[src/rtl/alu_seq.sv]
// Multi-cycle ALU: single-cycle logic ops, iterative MUL/SLL/SRA.
// START/BUSY/DONE handshake lets control stall on long operations.
module alu_seq #(
  parameter int WIDTH = 8,
  parameter int SHW   = $clog2(WIDTH) + 1
) (
  input  logic             CLK,
  input  logic             RESET,
  input  logic             START,
  input  logic [2:0]       SELECT,
  input  logic [WIDTH-1:0] DATA1,
  input  logic [WIDTH-1:0] DATA2,
  output logic [WIDTH-1:0] RESULT,
  output logic             ZERO,
  output logic             CARRY,
  output logic             BUSY,
  output logic             DONE
);

  typedef enum logic {IDLE = 1'b0, RUN = 1'b1} state_t;

  localparam logic [2:0] OP_FWD = 3'b000;
  localparam logic [2:0] OP_ADD = 3'b001;
  localparam logic [2:0] OP_AND = 3'b010;
  localparam logic [2:0] OP_OR  = 3'b011;
  localparam logic [2:0] OP_SUB = 3'b100;
  localparam logic [2:0] OP_MUL = 3'b101;
  localparam logic [2:0] OP_SLL = 3'b110;
  localparam logic [2:0] OP_SRA = 3'b111;

  localparam logic [SHW-1:0]   WCNT = SHW'(WIDTH);
  localparam logic [WIDTH-1:0] WLIM = WIDTH'(WIDTH);

  state_t               state_q, state_d;
  logic [2:0]           op_q, op_d;
  logic [2*WIDTH-1:0]   mcand_q, mcand_d;
  logic [2*WIDTH-1:0]   acc_q, acc_d;
  logic [WIDTH-1:0]     mplier_q, mplier_d;
  logic [WIDTH-1:0]     sh_q, sh_d;
  logic [SHW-1:0]       cnt_q, cnt_d;
  logic [WIDTH-1:0]     result_q, result_d;
  logic                 carry_q, carry_d;
  logic                 done_q, done_d;

  logic [WIDTH:0]       sum;
  logic [WIDTH:0]       diff;
  logic [SHW-1:0]       shcnt;
  logic [2*WIDTH-1:0]   acc_step;
  logic [WIDTH-1:0]     sh_step;

  assign sum   = {1'b0, DATA1} + {1'b0, DATA2};
  assign diff  = {1'b0, DATA1} - {1'b0, DATA2};
  assign shcnt = (DATA2 >= WLIM) ? WCNT : DATA2[SHW-1:0];

  assign acc_step = mplier_q[0] ? acc_q + mcand_q : acc_q;
  assign sh_step  = (op_q == OP_SLL) ?
                    {sh_q[WIDTH-2:0], 1'b0} :
                    {sh_q[WIDTH-1], sh_q[WIDTH-1:1]};

  always_comb begin
    state_d  = state_q;
    op_d     = op_q;
    mcand_d  = mcand_q;
    acc_d    = acc_q;
    mplier_d = mplier_q;
    sh_d     = sh_q;
    cnt_d    = cnt_q;
    result_d = result_q;
    carry_d  = carry_q;
    done_d   = 1'b0;
    unique case (state_q)
      IDLE: begin
        if (START) begin
          op_d = SELECT;
          unique case (SELECT)
            OP_FWD: begin
              result_d = DATA2;
              carry_d  = 1'b0;
              done_d   = 1'b1;
            end
            OP_ADD: begin
              result_d = sum[WIDTH-1:0];
              carry_d  = sum[WIDTH];
              done_d   = 1'b1;
            end
            OP_AND: begin
              result_d = DATA1 & DATA2;
              carry_d  = 1'b0;
              done_d   = 1'b1;
            end
            OP_OR: begin
              result_d = DATA1 | DATA2;
              carry_d  = 1'b0;
              done_d   = 1'b1;
            end
            OP_SUB: begin
              result_d = diff[WIDTH-1:0];
              carry_d  = diff[WIDTH];
              done_d   = 1'b1;
            end
            OP_MUL: begin
              acc_d    = '0;
              mcand_d  = {{WIDTH{1'b0}}, DATA1};
              mplier_d = DATA2;
              cnt_d    = WCNT;
              state_d  = RUN;
            end
            OP_SLL, OP_SRA: begin
              if (shcnt == '0) begin
                result_d = DATA1;
                carry_d  = 1'b0;
                done_d   = 1'b1;
              end else begin
                sh_d    = DATA1;
                cnt_d   = shcnt;
                state_d = RUN;
              end
            end
          endcase
        end
      end
      RUN: begin
        cnt_d = cnt_q - SHW'(1);
        if (op_q == OP_MUL) begin
          acc_d    = acc_step;
          mcand_d  = {mcand_q[2*WIDTH-2:0], 1'b0};
          mplier_d = {1'b0, mplier_q[WIDTH-1:1]};
        end else begin
          sh_d = sh_step;
        end
        // last iteration: commit straight from the step value
        if (cnt_q == SHW'(1)) begin
          state_d = IDLE;
          done_d  = 1'b1;
          if (op_q == OP_MUL) begin
            result_d = acc_step[WIDTH-1:0];
            carry_d  = |acc_step[2*WIDTH-1:WIDTH];
          end else begin
            result_d = sh_step;
            carry_d  = 1'b0;
          end
        end
      end
    endcase
  end

  always_ff @(posedge CLK or negedge RESET) begin
    if (!RESET) begin
      state_q  <= IDLE;
      op_q     <= '0;
      mcand_q  <= '0;
      acc_q    <= '0;
      mplier_q <= '0;
      sh_q     <= '0;
      cnt_q    <= '0;
      result_q <= '0;
      carry_q  <= 1'b0;
      done_q   <= 1'b0;
    end else begin
      state_q  <= state_d;
      op_q     <= op_d;
      mcand_q  <= mcand_d;
      acc_q    <= acc_d;
      mplier_q <= mplier_d;
      sh_q     <= sh_d;
      cnt_q    <= cnt_d;
      result_q <= result_d;
      carry_q  <= carry_d;
      done_q   <= done_d;
    end
  end

  assign RESULT = result_q;
  assign ZERO   = (result_q == '0);
  assign CARRY  = carry_q;
  assign BUSY   = (state_q == RUN);
  assign DONE   = done_q;

endmodule
[config.mk]
export PLATFORM = sky130hd
export DESIGN_NAME = alu_seq
export DESIGN_NICKNAME = d
export VERILOG_FILES = /design/src/rtl/alu_seq.sv
export SDC_FILE = /design/constraint.sdc
export NUM_CORES = 1
export LEC_CHECK = 0
export ABC_AREA = 1
export BUFFER_PORTS_ARGS = -buffer_cell sky130_fd_sc_hd__buf_4
export CAP_MARGIN = 20
export CELL_PAD_IN_SITES_DETAIL_PLACEMENT = 0
export CELL_PAD_IN_SITES_GLOBAL_PLACEMENT = 2
export CORE_ASPECT_RATIO = 0.8
export CORE_MARGIN = 8
export CORE_UTILIZATION = 38
export DETAILED_ROUTE_END_ITERATION = 16
export PLACE_DENSITY = 0.89
export SLEW_MARGIN = 0
export SYNTH_ARGS = -nofsm -noshare
export SYNTH_HDL_FRONTEND = slang
export SYNTH_SLANG_ARGS = --single-unit
[constraint.sdc]
create_clock -name CLK -period 5.9 [get_ports CLK]
set_input_delay 0.295 -clock CLK [delete_from_list [all_inputs] [get_ports CLK]]
set_output_delay 0.295 -clock CLK [all_outputs]
set_load 0.02 [all_outputs]
==> impl_metrics.yaml, run 1 <==
synth:
  async_flop_share_pct: 100.0
  syn_nets: 824
  syn_avg_cell_area_sq_um: 6.971
  seq_area_frac_synth_pct: 31.26
  synth_edf_count: 0
  synth_cells: 758
  yosys_warnings: 0
  synth.distinct_cells: 48
  synth-seq-cells: 66
  yosys_most_used_dff: "dfrtp_1"
  synth_area_sq_um: 5284
routing:
  drt-pass1-iter-count: 5
  postRouteAntennaNets: 0
  drcViolationCount: 0
  wl_per_cell_um: 16.40
  drt_first_iter_violations: 432
  via_count: 5123
  wl_mm: 15.86
  routed_via_density: 5.298
clocking:
  ctsHoldBuffers: 0
  clk_pin_slew_ps: 50
  clock_sinks: 66
  cts_tree: "done"
  insertion_delay_ps: 330
  h-tree-depth: 3
  ctsResizeCount: 0
  clockBufferDepth: 2
  postCtsSetupBuffers: 0
  cts_root_buf: "clkbuf_16"
  cts_buffers: 9
die:
  start_util_pct: 38.99
  row_count: 38
  chipHeight_um: 121.5
  die_w_um: 147.8
  dieArea_sq_um: 17960
  core_area_sq_um: 13550
  io_pins: 34
placement:
  dpl.hpwl_mm: 12.57
  placed_cell_area_sq_um: 5657
  gp_congestion: 0.8861
  io_buffers: 33
  place_inst: 953
setup_path:
  crit_fanout: 33
  ff2ff_setup_slack_ps: 3040
  crit_type: "flip-flop to flip-flop"
  endpoint_kind: "flip-flop"
  startpoint: "BUSY"
  cp-start-kind: "flip-flop"
  reg2regPathDepth: 8
  crit_path_end: "mplier_q[3]"
  r2r_end: "mplier_q[3]"
  cp.required_ps: 6150
  reg2reg_from: "BUSY"
  critPathArrivalTime_ps: 3110
run_status:
  outcome: "finished clean"
cells_and_area:
  final_cell_mix: "nand2_1, inv_1, dfrtp_1"
  final_common_cell: "nand2_1"
  layout-drive-gt1-share_pct: 10.42
  seqCellArea_sq_um: 1652
  syn_to_final_growth_pct: 12.34
  num_antenna_cells: 0
  n_fill_cell: 1439
  multi_input_area_sq_um: 3070
  nets: 850
  finalNonFillerCells: 967
  fin_area_sq_um: 5936
power:
  leakage_nw: 3.069
  p_total_w: 0.002789
  powerDensity_nw_per_um2: 469.8
  max-vdd-ir-drop_v: 0.0001849
timing:
  hold_viol: 0
  finalMaxSlewViolations: 0
  relSlewSlack_pct: 43.37
  clock-skew-final_ps: 4.202
  layout_min_cycle_time_ps: 2856
  setup-tns-final_ps: 0
  tightestPinTransition_ps: 849.4
  max_freq_mhz: 350.2
  period_share_pct: 48.40
  grt_setup_unrepaired: "false"
  setup_viol: 0
grt:
  grt_pass1_vias: 4790
  grt_util_all_layers_pct: 18.30
  grt_max_degree: 67
  grt_pass1_wl_mm: 25.89
  antenna_found_initial: 0
  overflow: 0
hold_path:
  hold_path_class: "input port to asynchronous set/reset pin"
flow_run:
  maxCapViolCount: 0
registers in the layout (all words and copies together) (netlist names):
register,flops
mplier_q,8
CARRY,1
BUSY,1
DONE,1
RESULT,8
op_q,3
mcand_q,16
sh_q,8
acc_q,16
cnt_q,4
synth_stat cells (6+ instances only):
cell type | n | area share (%)
o21ai_0 | 47 | 4.5
ha_1 | 41 | 9.7
nor2_1 | 44 | 3.1
o211ai_1 | 13 | 1.8
o21ai_1 | 12 | 1.1
dfrtp_1 | 66 | 31
a31oi_1 | 9 | 1.1
nand3_1 | 50 | 4.7
inv_1 | 110 | 7.8
nand4_1 | 11 | 1.3
inv_2 | 11 | 0.78
nand2_1 | 210 | 15
a21oi_2 | 6 | 0.99
a21oi_1 | 35 | 3.3
o22ai_1 | 19 | 2.2
final cells by class:
type,instances,area share (%)
flip-flops and latches,66,27.82
well taps,180,3.794
clock buffers,12,4.490
multi-input cells,552,51.73
inverters,121,7.652
clock inverters,2,0.2108
repair buffers,34,4.300
metrics by stage:
step           setup slack, ps  hold slack (ps)  util [%]
3_3_place_gp              3159            445.0     41.75
4_1_cts                   3061            99.36     43.80
2_1_floorplan             3922          -0.5911         -
3_5_place_dp              3080            453.5     41.75
5_1_grt                   2752            144.0     43.80
6_report                  3044            61.93     43.80
metal layers:
metal,track usage (%),vias to the layer above,routed length (um)
li1,-,2544,-
met4,4.259,0,163
met5,0,-,0
met1,27.39,2418,8246
met2,25.89,147,6394
met3,4.100,14,1050
report_power, final:
| group | switching, W | internal, W | leakage [nW] | total (W) |
|---|---|---|---|---|
| Combinational | 0.000920 | 0.000524 | 2.11 | 0.00144 |
| Clock | 0.000189 | 0.000313 | 0.137 | 0.000502 |
| Sequential | 0.000183 | 0.000660 | 0.821 | 0.000843 |
| Total | 0.00129 | 0.00150 | 3.07 | 0.00279 |
worst min-delay path by stage:
| stage | start | endpoint | slack, ps | depth (start not counted) |
|---|---|---|---|---|
| finish | RESET | RESULT[5] | 60 | 1 |
| floorplan | RESET | BUSY | -0.6 | 0 |
| CTS | RESET | sh_q[3] | 100 | 1 |
| global route | RESET | DONE | 140 | 1 |
| global placement | RESET | DONE | 440 | 1 |
| detailed placement | RESET | RESULT[4] | 450 | 1 |
cells by family (layout without fill, tap and decap cells):
family,Yosys count,count (layout),synth area share [%]
simple gates,340,340,27.75
compound gates,161,161,18.35
buf+inv,140,169,10.63
flops,66,66,31.26
fa+ha+maj,44,44,10.85
xor+xnor,7,7,1.160
worst max-delay path: stages (launching register included):
cell and delay [ps]:
dfrtp_1 640, inv_2 590, nand2_1 350, nor2_1 270, nor2_1 60, buf_4 210, inv_2 390, o211ai_1 150
o21ai_0 100
(Power assumes the default switching activity.)
==> run 2: changes to the inputs <==
--- a/config.mk
+++ b/config.mk
@@ -12,9 +12,9 @@
 export CELL_PAD_IN_SITES_GLOBAL_PLACEMENT = 2
 export CORE_ASPECT_RATIO = 0.8
 export CORE_MARGIN = 8
-export CORE_UTILIZATION = 38
+export CORE_UTILIZATION = 32
 export DETAILED_ROUTE_END_ITERATION = 16
-export PLACE_DENSITY = 0.89
+export PLACE_DENSITY = 0.8
 export SLEW_MARGIN = 0
 export SYNTH_ARGS = -nofsm -noshare
 export SYNTH_HDL_FRONTEND = slang
==> constraint.sdc (replaced) <==
create_clock -name CLK -period 2.3 [get_ports CLK]
set_input_delay 0.115 -clock CLK [delete_from_list [all_inputs] [get_ports CLK]]
set_output_delay 0.115 -clock CLK [all_outputs]
set_load 0.02 [all_outputs]
==> impl_metrics.yaml, run 2 (same netlist as run 1, synthesis figures left out) <==
grt:
  grt_pass1_vias: 5058
  antenna_found_initial: 0
  grt_util_all_layers_pct: 16.81
  overflow: 0
  grt_pass1_wl_mm: 28.03
  grt_max_degree: 67
timing:
  relSlewSlack_pct: 40.23
  period_share_pct: 92.69
  setup_viol: 0
  hold_viol: 0
  max_freq_mhz: 469.1
  setup-tns-final_ps: 0
  tightestPinTransition_ps: 896.6
  layout_min_cycle_time_ps: 2132
  clock-skew-final_ps: 9.338
  grt_setup_unrepaired: "false"
  finalMaxSlewViolations: 0
die:
  row_count: 42
  die_w_um: 159.7
  io_pins: 34
  dieArea_sq_um: 20900
  chipHeight_um: 130.9
  core_area_sq_um: 16340
  start_util_pct: 32.33
power:
  max-vdd-ir-drop_v: 0.0004459
  swShare_pct: 46.49
  leakage_nw: 3.135
  power_frac_seq_pct: 28.0
  powerDensity_nw_per_um2: 1218
  p_total_w: 0.007449
  combPwrFrac_pct: 52.6
  p_clk_share_pct: 19.4
  p_switching_w: 0.003463
  p_int_w: 0.003986
flow_run:
  maxCapViolCount: 0
clocking:
  cts_root_buf: "clkbuf_16"
  h-tree-depth: 3
  clockBufferDepth: 2
  insertion_delay_ps: 330
  clk_pin_slew_ps: 60
  cts_buffers: 9
  cts_tree: "done"
  clock_sinks: 66
cells_and_area:
  fin_util_pct: 37.41
  syn_to_final_growth_pct: 15.70
  seqCellArea_sq_um: 1652
  final_cell_mix: "nand2_1, inv_1, dfrtp_1"
  num_antenna_cells: 0
  nets: 860
  layout-drive-gt1-share_pct: 12.39
  final_common_cell: "nand2_1"
  reg.largest.list: "acc_q: 16 flops, mcand_q: 16 flops"
  n_fill_cell: 1708
  multi_input_area_sq_um: 3088
setup_path:
  crit_fanout: 5
  slowest_stage: "dfrtp_1"
  critPathMostFrequentCell: "nand2_1"
  cp.required_ps: 2510
  critPathArrivalTime_ps: 2350
  cpPeakStageDelay_ps: 410
  crit_type: "flip-flop to flip-flop"
  ff2ff_setup_slack_ps: 170
  reg2regPathDepth: 13
  critical_path.cell_chain: "ha_1 -> nand2_1 -> nor2_1 -> and2_1 -> nand2_1 -> nand3_1 -> nand3_1 -> nand2_1 -> nand2_1 -> nor2_1 -> nand2_1 -> nand2_1 -> a21oi_2"
  endpoint_kind: "flip-flop"
  cp-start-kind: "flip-flop"
  r2r_end: "CARRY"
  reg2reg_from: "acc_q[7]"
placement:
  io_buffers: 33
  gp_congestion: 0.9112
  dpl.hpwl_mm: 13.43
routing:
  wl_per_cell_um: 16.61
  postRouteAntennaNets: 0
  routed_via_density: 5.047
  drt-pass1-iter-count: 5
  via_count: 5143
  drcViolationCount: 0
  drt_first_iter_violations: 425
  wl_mm: 16.93
run_status:
  outcome: "finished clean"
hold_path:
  holdPathStages: 3
  worstHoldStart: "DATA2[5]"
  hold_end: "mplier_q[5]"
  hold_path_class: "input port to flip-flop"
==> run 2: routing by layer <==
metal  up-vias  GRT usage, %  part of all wire [%]
met2       125         24.69                    41
met4         0         3.099                  0.41
met1      2441         25.40                    54
met3         8         2.693                   5.1
li1       2569             -                     -
met5         -             0                     0
==> run 2: area by class of cell <==
| class | count | share of cell area [%] |
|---|---|---|
| Inverter | 121 | 7.429 |
| Clock inverter | 6 | 1.187 |
| Clock buffer | 10 | 3.909 |
| Multi-Input combinational cell | 552 | 50.51 |
| Sequential cell | 66 | 27.02 |
| Tap cell | 220 | 4.503 |
| Timing Repair Buffer | 44 | 5.444 |
==> run 2: power by group through the flow <==
| stage | Combinational (W) | Sequential [W] | Clock (W) |
|---|---|---|---|
| CTS | 0.00390 | 0.00208 | 0.00148 |
| global route | 0.00447 | 0.00216 | 0.00154 |
| floorplan | 0.00275 | 0.00209 | 0 |
| global placement | 0.00387 | 0.00208 | 0 |
| detailed placement | 0.00388 | 0.00210 | 0 |
| finish | 0.00392 | 0.00209 | 0.00144 |
==> run 2: worst max-delay path, delay by kind of cell, from the launching register on <==
family,cells,cell delay [ps]
AO/OA/AOI/OAI,1,50
adder cells (fa/ha/maj),1,390
flip-flops,1,410
AND/OR/NAND/NOR,11,1180
==> run 2: how the worst max path moves through the flow <==
stage | cells after the start | from | slack [ps] | end
after floorplan | 14 | mcand_q[0] | 320 | CARRY
after global placement | 12 | acc_q[10] | 130 | CARRY
after detailed placement | 14 | mcand_q[0] | 70 | CARRY
after CTS | 14 | mcand_q[0] | 50 | CARRY
after global routing | 13 | mcand_q[10] | 5 | CARRY
final | 13 | acc_q[7] | 170 | CARRY
==> run 2: through the flow <==
step / std cells / hold slack (ps) / cell area (sq um) / setup slack (ps)
after floorplan: 758 / -180.6 / 5284 / 322.0
after global placement: 1001 / 287.4 / 5767 / 132.9
after detailed placement: 1001 / 299.7 / 5767 / 66.93
after CTS: 1018 / 99.58 / 6088 / 49.75
after global routing: 1019 / 105.6 / 6113 / 4.641
final: 1019 / 101.9 / 6113 / 168.0
==> run 2: timing repair <==
item	4_1_cts	5_1_grt
buffers inserted	0	1
setup endpoints to repair	0	1
hold buffers	1	0
endpoints found under the hold margin	66	0
resized for setup	0	7
==> run 3: changes to the inputs <==
--- a/config.mk
+++ b/config.mk
@@ -5,14 +5,13 @@
 export SDC_FILE = /design/constraint.sdc
 export NUM_CORES = 1
 export LEC_CHECK = 0
-export ABC_AREA = 1
 export BUFFER_PORTS_ARGS = -buffer_cell sky130_fd_sc_hd__buf_4
 export CAP_MARGIN = 20
 export CELL_PAD_IN_SITES_DETAIL_PLACEMENT = 0
 export CELL_PAD_IN_SITES_GLOBAL_PLACEMENT = 2
-export CORE_ASPECT_RATIO = 0.8
+export CORE_ASPECT_RATIO = 1.1
 export CORE_MARGIN = 8
-export CORE_UTILIZATION = 32
+export CORE_UTILIZATION = 34
 export DETAILED_ROUTE_END_ITERATION = 16
 export PLACE_DENSITY = 0.8
 export SLEW_MARGIN = 0
==> impl_metrics.yaml, run 3 <==
run_status:
  outcome: "finished, violations left"
  violations: "negative setup slack"
timing:
  layout_setup_ws_ps: -302.4
  hold_viol: 0
  finalMaxSlewViolations: 0
  grt_setup_unrepaired: "true"
  relSlewSlack_pct: 38.26
  max_freq_mhz: 384.3
  period_share_pct: 113.1
  fin_hold_ws_ps: 119.1
  tightestPinTransition_ps: 926.1
  layout_min_cycle_time_ps: 2602
  setup_viol: 6
  clock-skew-final_ps: 7.192
routing:
  drcViolationCount: 0
  routed_via_density: 5.399
  wl_mm: 17.22
  drt-pass1-iter-count: 6
  postRouteAntennaNets: 0
  drt_first_iter_violations: 327
  wl_per_cell_um: 18.17
  via_count: 5118
clocking:
  insertion_delay_ps: 330
  h-tree-depth: 3
  clock_sinks: 66
  cts_root_buf: "clkbuf_16"
  cts_buffers: 9
  cts_tree: "done"
  clk_pin_slew_ps: 60
  clockBufferDepth: 2
hold_path:
  hold_path_class: "input port to flip-flop"
power:
  swShare_pct: 42.11
  p_clk_share_pct: 15.9
  max-vdd-ir-drop_v: 0.0004980
  powerDensity_nw_per_um2: 1312
  power_frac_seq_pct: 22.8
  p_int_w: 0.005217
  leakage_nw: 3.278
  p_switching_w: 0.003795
  combPwrFrac_pct: 61.3
setup_path:
  cp.required_ps: 2510
  crit_fanout: 3
  cp-start-kind: "flip-flop"
  critPathArrivalTime_ps: 2810
  slowest_stage: "dfrtp_1"
  endpoint_kind: "flip-flop"
  crit_type: "flip-flop to flip-flop"
  cpPeakStageDelay_ps: 390
  critical_path.cell_chain: "ha_2 -> fa_2 -> a21o_1 -> a221oi_4 -> o21bai_2 -> a311oi_2 -> xnor2_1 -> mux2_4 -> a2111oi_4 -> a31oi_1"
synth:
  ys_top_cells_by_count: "nand2_1, dfrtp_1, o21ai_0, a21oi_1, nor2_1"
  synth-seq-cells: 66
  async_flop_share_pct: 100.0
  syn_avg_cell_area_sq_um: 8.323
  yosysMostFrequentCell: "nand2_1"
  synth_cells: 626
  synth_area_sq_um: 5210
  seq_area_frac_synth_pct: 31.70
  syn_nets: 692
  yosys_warnings: 0
  synth.distinct_cells: 64
  synth_edf_count: 0
  yosysTopAreaCell: "dfrtp_1"
  yosys.area.top_type_share_pct: 31.70
  yosys_most_used_dff: "dfrtp_1"
  synthTopCellsByArea: "dfrtp_1, ha_1, o21ai_0"
placement:
  dpl.hpwl_mm: 13.24
  io_buffers: 33
  gp_congestion: 0.9053
  place_inst: 927
cells_and_area:
  seqCellArea_sq_um: 1652
  final_cell_mix: "buf_4, nand2_1, dfrtp_1"
  finalNonFillerCells: 948
  syn_to_final_growth_pct: 31.87
  nets: 814
  num_antenna_cells: 0
  n_fill_cell: 1501
  multi_input_area_sq_um: 3445
  final_common_cell: "buf_4"
  fin_util_pct: 45.82
  layout-drive-gt1-share_pct: 25.00
  reg.largest.list: "acc_q: 16 flops, mcand_q: 16 flops"
grt:
  grt_pass1_wl_mm: 27.96
  grt_pass1_vias: 5208
  grt_max_degree: 67
  grt_util_all_layers_pct: 17.84
  antenna_found_initial: 0
  overflow: 0
die:
  dieArea_sq_um: 19540
  start_util_pct: 34.74
  core_area_sq_um: 15000
  row_count: 47
  die_w_um: 134.0
  io_pins: 34
  chipHeight_um: 145.8
flow_run:
  maxCapViolCount: 0
[run 3: cell count changes after synthesis, moves of 19 or more]
cell	change
a21oi_1	+21
clkbuf_1	+28
inv_1	-83
mux2i_1	+19
nand2_1	-141
nand3_1	-38
[run 3: cells by family after synthesis]
family	Yosys count	share of synthesized area [%]
multiplexers	22	4.371
buffers and inverters	64	4.635
flip-flops	66	31.70
AND/OR/NAND/NOR	177	15.47
XOR/XNOR	24	4.035
AO/OA/AOI/OAI	229	28.79
adder cells (fa/ha/maj)	44	11.00
[run 3: critical path, delay by kind of cell, from the launching register on]
family | cells | cell delay, ps
AOI/OAI and AO/OA | 6 | 1130
xor gates and xnor gates | 1 | 120
adders and majority gates | 2 | 560
DFF | 1 | 390
muxes | 1 | 290
[run 3: path summary, 6_finish.rpt]
check,start,to,slack [ps],cells past startpoint
min in group asynchronous,RESET,acc_q[3],430,2
max in group asynchronous,RESET,acc_q[11],1230,2
max,mcand_q[0],CARRY,-300,10
max reg2reg,mcand_q[0],CARRY,-300,10
min reg2reg,mplier_q[7],mplier_q[7],480,2
min,DATA2[6],mplier_q[6],120,3
[run 3: timing repair]
item / in CTS / in global routing
hold buffers: 1 / 0
gates resized for setup: 12 / 10
hold endpoints to repair: 66 / 0
endpoints found under the setup margin: 7 / 11
setup buffers: 11 / 4
pin swaps: 16 / 5
cloned: 0 / 0
[run 3: layout make-up]
cell class              instances  share of cell area (%)
multi-input cells             496                   50.14
repair buffers                146                   16.23
flip-flops and latches         66                   24.04
clock buffers                  13                   3.934
inverters                      29                   1.584
well taps                     196                   3.569
clock inverters                 2                  0.5099
[run 3: per-layer routing]
metal  global-route usage [%]  wire length, um
met1                    21.73             7769
met2                    31.70             8783
met3                    1.899              367
met4                    6.127              303
met5                        0                0
[run 3: per-stage QoR]
stage | setup TNS, ps | area, sq um | total power [W] | setup WS (ps)
after floorplan | -418.6 | 5234 | 0.005166 | -330.3
after global placement | -1197 | 6410 | 0.007049 | -411.3
after detailed placement | -1361 | 6410 | 0.007163 | -484.7
after CTS | -846.6 | 6799 | 0.008807 | -341.0
after global routing | -1684 | 6870 | 0.009667 | -463.8
final | -661.0 | 6870 | 0.009012 | -302.4
[run 3: power groups by stage]
stage | registers [W] | clock network, W | logic [W]
2_1_floorplan | 0.00208 | 0 | 0.00309
3_3_place_gp | 0.00205 | 0 | 0.00500
3_5_place_dp | 0.00207 | 0 | 0.00509
4_1_cts | 0.00206 | 0.00145 | 0.00530
5_1_grt | 0.00212 | 0.00149 | 0.00605
6_report | 0.00206 | 0.00143 | 0.00552
